==> src/rtl/proc_pkg.sv <==
// Shared processor definitions: instruction format, imem geometry and loader state encoding.
package proc_pkg;

  localparam int unsigned INST_W      = 16;
  localparam int unsigned IMEM_ADDR_W = 21;
  localparam int unsigned BYTE_W      = 8;
  localparam int unsigned LEN_W       = 16;

  localparam int unsigned OPC_HI   = 15;
  localparam int unsigned OPC_LO   = 10;
  localparam int unsigned SRC_HI   = 9;
  localparam int unsigned SRC_LO   = 7;
  localparam int unsigned DST_HI   = 6;
  localparam int unsigned DST_LO   = 4;
  localparam int unsigned SHAMT_HI = 3;
  localparam int unsigned SHAMT_LO = 0;

  typedef struct packed {
    logic [OPC_HI-OPC_LO:0]     opcode;
    logic [SRC_HI-SRC_LO:0]     src;
    logic [DST_HI-DST_LO:0]     dst;
    logic [SHAMT_HI-SHAMT_LO:0] shamt;
  } inst_t;

  typedef enum logic [2:0] {
    IDLE,
    LEN_HI,
    LEN_LO,
    DAT_HI,
    DAT_LO,
    CHK,
    DONE
  } loader_state_e;

  // States in which the loader takes a byte from the stream (and holds the core).
  function automatic logic loader_accepts(input loader_state_e st);
    return (st == LEN_HI) || (st == LEN_LO) || (st == DAT_HI) || (st == DAT_LO) || (st == CHK);
  endfunction

endpackage

==> src/rtl/imem_word_assembler.sv <==
// Pairs stream bytes into 16-bit instruction words and keeps a running XOR of all data bytes.
module imem_word_assembler
  import proc_pkg::*;
(
  input  logic              clk,
  input  logic              rst,
  input  logic              clear,
  input  logic              hi_we,
  input  logic              lo_we,
  input  logic [BYTE_W-1:0] din,
  output logic [INST_W-1:0] word,
  output logic [BYTE_W-1:0] xor_acc
);

  logic [BYTE_W-1:0] hi_q;

  always_ff @(posedge clk or posedge rst) begin
    if (rst) begin
      hi_q    <= '0;
      word    <= '0;
      xor_acc <= '0;
    end else begin
      if (clear) begin
        xor_acc <= '0;
      end else if (hi_we || lo_we) begin
        xor_acc <= xor_acc ^ din;
      end
      if (hi_we) begin
        hi_q <= din;
      end
      if (lo_we) begin
        word <= {hi_q, din};
      end
    end
  end

endmodule

==> src/rtl/imem_loader.sv <==
// Byte-stream program loader writing 16-bit words into imem at consecutive addresses.
// Define IMEM_LOADER_CHECKSUM_EN to require a trailing XOR checksum byte after the data words.
module imem_loader
  import proc_pkg::*;
#(
  parameter int unsigned ADDR_W    = IMEM_ADDR_W,
  parameter int unsigned BASE_ADDR = 0
) (
  input  logic              clk,
  input  logic              rst,
  input  logic              start,
  input  logic [BYTE_W-1:0] in_data,
  input  logic              in_valid,
  output logic              in_ready,
  output logic              mem_we,
  output logic [ADDR_W-1:0] mem_addr,
  output logic [INST_W-1:0] mem_wdata,
  output logic              busy,
  output logic              done,
  output logic              err,
  output logic [ADDR_W:0]   word_cnt
);

  // Words that fit between BASE_ADDR and the top of imem.
  localparam logic [32:0] LEN_LIMIT = (33'd1 << ADDR_W) - 33'(BASE_ADDR);

  loader_state_e     state, state_nxt;
  logic [BYTE_W-1:0] len_hi;
  logic [LEN_W-1:0]  remain;
  logic [ADDR_W-1:0] addr_cnt;
  logic [BYTE_W-1:0] xor_acc;

  logic              accept_c;
  logic              start_ok_c;
  logic [LEN_W-1:0]  len_full_c;
  logic              len_ovf_c;
  logic              hi_we_c;
  logic              lo_we_c;
  logic              chk_bad_c;

  assign accept_c   = in_valid && in_ready;
  assign start_ok_c = start && ((state == IDLE) || (state == DONE));
  assign len_full_c = {len_hi, in_data};
  assign len_ovf_c  = 33'(len_full_c) > LEN_LIMIT;

  // Next-state and per-cycle strobes.
  always_comb begin
    state_nxt = state;
    hi_we_c   = 1'b0;
    lo_we_c   = 1'b0;
    chk_bad_c = 1'b0;
    case (state)
      IDLE, DONE: begin
        if (start) state_nxt = LEN_HI;
      end
      LEN_HI: begin
        if (accept_c) state_nxt = LEN_LO;
      end
      LEN_LO: begin
        if (accept_c) begin
          if (len_ovf_c) begin
            state_nxt = DONE;
          end else if (len_full_c == '0) begin
`ifdef IMEM_LOADER_CHECKSUM_EN
            state_nxt = CHK;
`else
            state_nxt = DONE;
`endif
          end else begin
            state_nxt = DAT_HI;
          end
        end
      end
      DAT_HI: begin
        if (accept_c) begin
          hi_we_c   = 1'b1;
          state_nxt = DAT_LO;
        end
      end
      DAT_LO: begin
        if (accept_c) begin
          lo_we_c = 1'b1;
          if (remain == LEN_W'(1)) begin
`ifdef IMEM_LOADER_CHECKSUM_EN
            state_nxt = CHK;
`else
            state_nxt = DONE;
`endif
          end else begin
            state_nxt = DAT_HI;
          end
        end
      end
`ifdef IMEM_LOADER_CHECKSUM_EN
      CHK: begin
        if (accept_c) begin
          chk_bad_c = (in_data != xor_acc);
          state_nxt = DONE;
        end
      end
`endif
      default: state_nxt = IDLE;
    endcase
  end

`ifndef IMEM_LOADER_CHECKSUM_EN
  logic unused_xor;
  assign unused_xor = ^xor_acc;
`endif

  // State, counters and registered outputs.
  always_ff @(posedge clk or posedge rst) begin
    if (rst) begin
      state    <= IDLE;
      in_ready <= 1'b0;
      busy     <= 1'b0;
      done     <= 1'b0;
      err      <= 1'b0;
      mem_we   <= 1'b0;
      mem_addr <= '0;
      word_cnt <= '0;
      len_hi   <= '0;
      remain   <= '0;
      addr_cnt <= '0;
    end else begin
      state    <= state_nxt;
      in_ready <= loader_accepts(state_nxt);
      busy     <= loader_accepts(state_nxt);
      done     <= (state_nxt == DONE) && (state != DONE);
      mem_we   <= lo_we_c;

      if (start_ok_c) begin
        err      <= 1'b0;
        word_cnt <= '0;
        addr_cnt <= ADDR_W'(BASE_ADDR);
      end
      if (state == LEN_HI && accept_c) begin
        len_hi <= in_data;
      end
      if (state == LEN_LO && accept_c) begin
        remain <= len_full_c;
        if (len_ovf_c) err <= 1'b1;
      end
      if (lo_we_c) begin
        mem_addr <= addr_cnt;
        addr_cnt <= addr_cnt + ADDR_W'(1);
        word_cnt <= word_cnt + (ADDR_W+1)'(1);
        remain   <= remain - LEN_W'(1);
      end
      if (chk_bad_c) begin
        err <= 1'b1;
      end
    end
  end

  imem_word_assembler u_asm (
    .clk     (clk),
    .rst     (rst),
    .clear   (start_ok_c),
    .hi_we   (hi_we_c),
    .lo_we   (lo_we_c),
    .din     (in_data),
    .word    (mem_wdata),
    .xor_acc (xor_acc)
  );

endmodule

==> config.mk <==
export PLATFORM = sky130hd
export DESIGN_NAME = imem_loader
export DESIGN_NICKNAME = d
export VERILOG_FILES = /design/src/rtl/proc_pkg.sv /design/src/rtl/imem_word_assembler.sv /design/src/rtl/imem_loader.sv
export SDC_FILE = /design/constraint.sdc
export NUM_CORES = 1
export LEC_CHECK = 0
export ABC_AREA = 1
export CAP_MARGIN = 40
export CELL_PAD_IN_SITES_DETAIL_PLACEMENT = 2
export CELL_PAD_IN_SITES_GLOBAL_PLACEMENT = 2
export CORE_ASPECT_RATIO = 0.7
export CORE_MARGIN = 2
export CORE_UTILIZATION = 32
export CTS_BUF_LIST = sky130_fd_sc_hd__clkbuf_16
export DETAILED_ROUTE_END_ITERATION = 10
export PLACE_DENSITY_LB_ADDON = 0.15
export SLEW_MARGIN = 0
export SYNTH_ARGS = -nofsm -noshare
export SYNTH_HDL_FRONTEND = slang
export SYNTH_SLANG_ARGS = --single-unit
==> constraint.sdc <==
create_clock -name clk -period 4.54 [get_ports clk]
set_input_delay 0.681 -clock clk [delete_from_list [all_inputs] [get_ports clk]]
set_output_delay 0.681 -clock clk [all_outputs]
set_load 0.05 [all_outputs]
==> run metrics <==
status=completed; largest net degree at the start of global routing=61; Synth cell types=36; die width=166 um; endpoints failing setup=0; Core Area=0.0180 mm2; syn nets=779; WS Path Type=in2reg; Fillers=2074; Post-DP Area=0.00681 mm2; Net Sw Power=1.68 mW; clock power share=32.6%; Post-Synthesis Cells=763; fin crit share=57.0%; Total Wirelength=19.5 mm; Setup WS post-layout=1.95 ns; Max-cap violations=0; DP Worst Slack=1.54 ns; final RePlAce weighted congestion=0.806; post-synthesis adder-cell area fraction=0.856%; FMAX=386 MHz; synth-to-layout area growth=26.5%; Hold Buf Count CTS=0; Initial Util=32.6%; Rows=41; # diodes=0; total CTS buffers=17; CTS resizes=0; # Post-CTS Setup Buffers=0; critical path's slowest cell=nor2_4; CP bufs+invs=3; maximum net fanout on the critical path=30; Residual DRC=0; largest stage delay on the critical path=0.68 ns; R2R setup slack=2.23 ns; design area=0.00740 mm2; setup TNS=0 ns; antenna violations before repair=0; logic gate share of total power=31.3%; Multi-input gate area=0.00243 mm2; CTS Buffer Depth=2; xor/xnor cell area share of the yosys netlist=1.35%; leading cell types in the layout, fill and taps excluded=nand2_1, dfrtp_1, inv_1, o21ai_0, nor2_1; routed vias/inst=5.02; critical path startpoint category=input pin; antenna violation net count after detailed routing=0; Routed wire per std cell=17.9 um; Vias=5454; syn avg cell area=7.66 um2; first-pass GRT wire length=31.9 mm; Synth Cell Area=0.00585 mm2; commonest non-fill, non-tap cell in the layout=nand2_1; worst relative slew slack=44.9%; Detailed Route Iter0 Violations=261; Tot Pwr=4.14 mW; Final min period=2.59 ns; mux contribution to synthesized area=0%; CTS tree=yes; VDD IR max=286 uV; Seq pwr share=36.2%; CP endpoint kind=flop; Min Hold Slack=0.477 ns; vias in the first global route=6022; CTS HTree Levels=4; post-DP HPWL=14.0 mm; clk_lat worst skew=0.43 ns; Die ar.=0.0194 mm2; worst endpoint required time=4.85 ns; height of the die=117 um; FF+latch area=0.00295 mm2; layout cells sized above 1=6.35%; Clock Pin Slew Worst Setup and Hold Paths=0.06 ns; crit path cell chain=clkdlybuf4s50_1 > nand2_1 > nor2_4 > buf_4 > nand2_1 > o21ai_0 > inv_1; Synth Register Bits=118; cell-internal power=2.46 mW; Sink Count=118; Simple-Gate Fraction of Synth Area=27.9%; main combinational cell family by area after synthesis=simple AND/OR/NAND/NOR gates; hold crit path type=reg2reg; switch share=40.6%; layout net count=854; final hold vios=0; slew at the pin closest to its max-slew limit=0.826 ns; Syn. warnings=0; Top delay family on crit path=simple AND/OR/NAND/NOR gates; RSZ-0062 raised after global routing=no; # IOs=76; register area share after synthesis=50.5%; I/O Buffers=74; root buf cell=clkbuf_16; Clock Skew=0.00674 ns; Leak=3.37 nW; GRT Util Overall=21.6%; Pwr Density=560 mW/mm2; 1st-pass router iterations=4; Worst EP arrival=2.90 ns; pins over their slew limit=0; overflow left after global routing=0; cell mode on critical path=nand2_1; compound-cell area share of the yosys netlist=11.3%
worst paths after layout:
kind | from | to | cells after the start
hold / removal | u_asm.word[13]$_DFFE_PP0P_ | u_asm.word[13]$_DFFE_PP0P_ | 2
max in group asynchronous | rst | mem_addr[0]$_DFFE_PP0P_ | 3
min in group asynchronous | rst | word_cnt[4]$_DFFE_PP0P_ | 2
hold reg to reg | u_asm.word[13]$_DFFE_PP0P_ | u_asm.word[13]$_DFFE_PP0P_ | 2
setup reg to reg | state[1]$_DFF_PP0_ | addr_cnt[14]$_DFFE_PP0P_ | 7
setup / recovery | in_valid | addr_cnt[14]$_DFFE_PP0P_ | 7
cells by family (layout without fill, tap and decap cells):
logic type,Yosys count,count (layout)
AO/OA/AOI/OAI,122,122
adder cells (fa/ha/maj),4,4
other,1,1
AND/OR/NAND/NOR,394,394
flip-flops,118,118
buffers and inverters,115,203
XOR/XNOR,9,9
worst min-delay path: stages (launching register included):
cell and delay [ns]:
dfrtp_1 0.35, nand2_1 0.05, nand2_1 0.05
metrics by stage:
stage                     cells  util, %
after global placement     1055     37.9
after detailed placement   1055     37.9
final                      1087     41.2
after floorplan             763        -
after CTS                  1087     41.2
after global routing       1087     41.2
registers in the layout (all words and copies together) (netlist names):
name and count:
addr_cnt 21, busy 1, done 1, len_hi 8, mem_addr 21, mem_we 1
remain 16, state 3, u_asm.hi_q 8, u_asm.word 16, word_cnt 22
power groups by stage:
| stage | registers [mW] | logic [mW] | clock network, mW |
|---|---|---|---|
| global route | 1.53 | 1.44 | 1.42 |
| detailed placement | 1.51 | 1.31 | 0 |
| finish | 1.50 | 1.29 | 1.35 |
| CTS | 1.50 | 1.32 | 1.38 |
| floorplan | 1.78 | 0.565 | 0 |
| global placement | 1.49 | 1.26 | 0 |
cell usage after synthesis:
cell      instances  area [um2]
conb_1            1        3.75
nor2_1           79         297
buf_6             1        11.3
xor2_1            7        61.3
o32ai_1           2        17.5
clkbuf_1          3        11.3
o21a_1            1        7.51
nand4_1          11        68.8
a21oi_1          18        90.1
nand3_1          44         220
o311ai_0          2        17.5
a21boi_1          1        7.51
buf_2            15        75.1
nand3_2           1        10.0
and3_1            1        6.26
or2_1             1        6.26
inv_2             4        15.0
nor2_4            1        11.3
buf_4             4        30.0
ha_1              4        50.1
o31ai_1           1        7.51
o21ai_1           5        25.0
nor3_1           17        85.1
dfrtp_1         118        2950
inv_1            88         330
a32o_1            1        10.0
nand3b_1          1        7.51
xnor2_1           2        17.5
o211ai_1          2        15.0
o21ai_0          79         395
nand2_1         228         856
nand2_2           4        25.0
o22ai_1           8        50.1
o221ai_1          1        8.76
nor2_2            6        37.5
a31oi_1           1        6.26
cell type report:
type | instances | area share (%)
Sequential cell | 118 | 39.9
Multi-Input combinational cell | 530 | 32.8
Timing Repair Buffer | 79 | 10.7
Clock buffer | 17 | 5.75
Inverter | 92 | 4.70
Tap cell | 236 | 3.99
Clock inverter | 15 | 2.13
per-layer routing:
metal | up-vias | track usage (%) | share of wire, %
li1 | 2605 | - | -
met1 | 2748 | 30.6 | 51
met2 | 81 | 34.4 | 45
met3 | 20 | 4.02 | 2.8
met4 | 0 | 5.69 | 1.0
met5 | - | 0 | 0
Power figures use the tool's default switching activity.
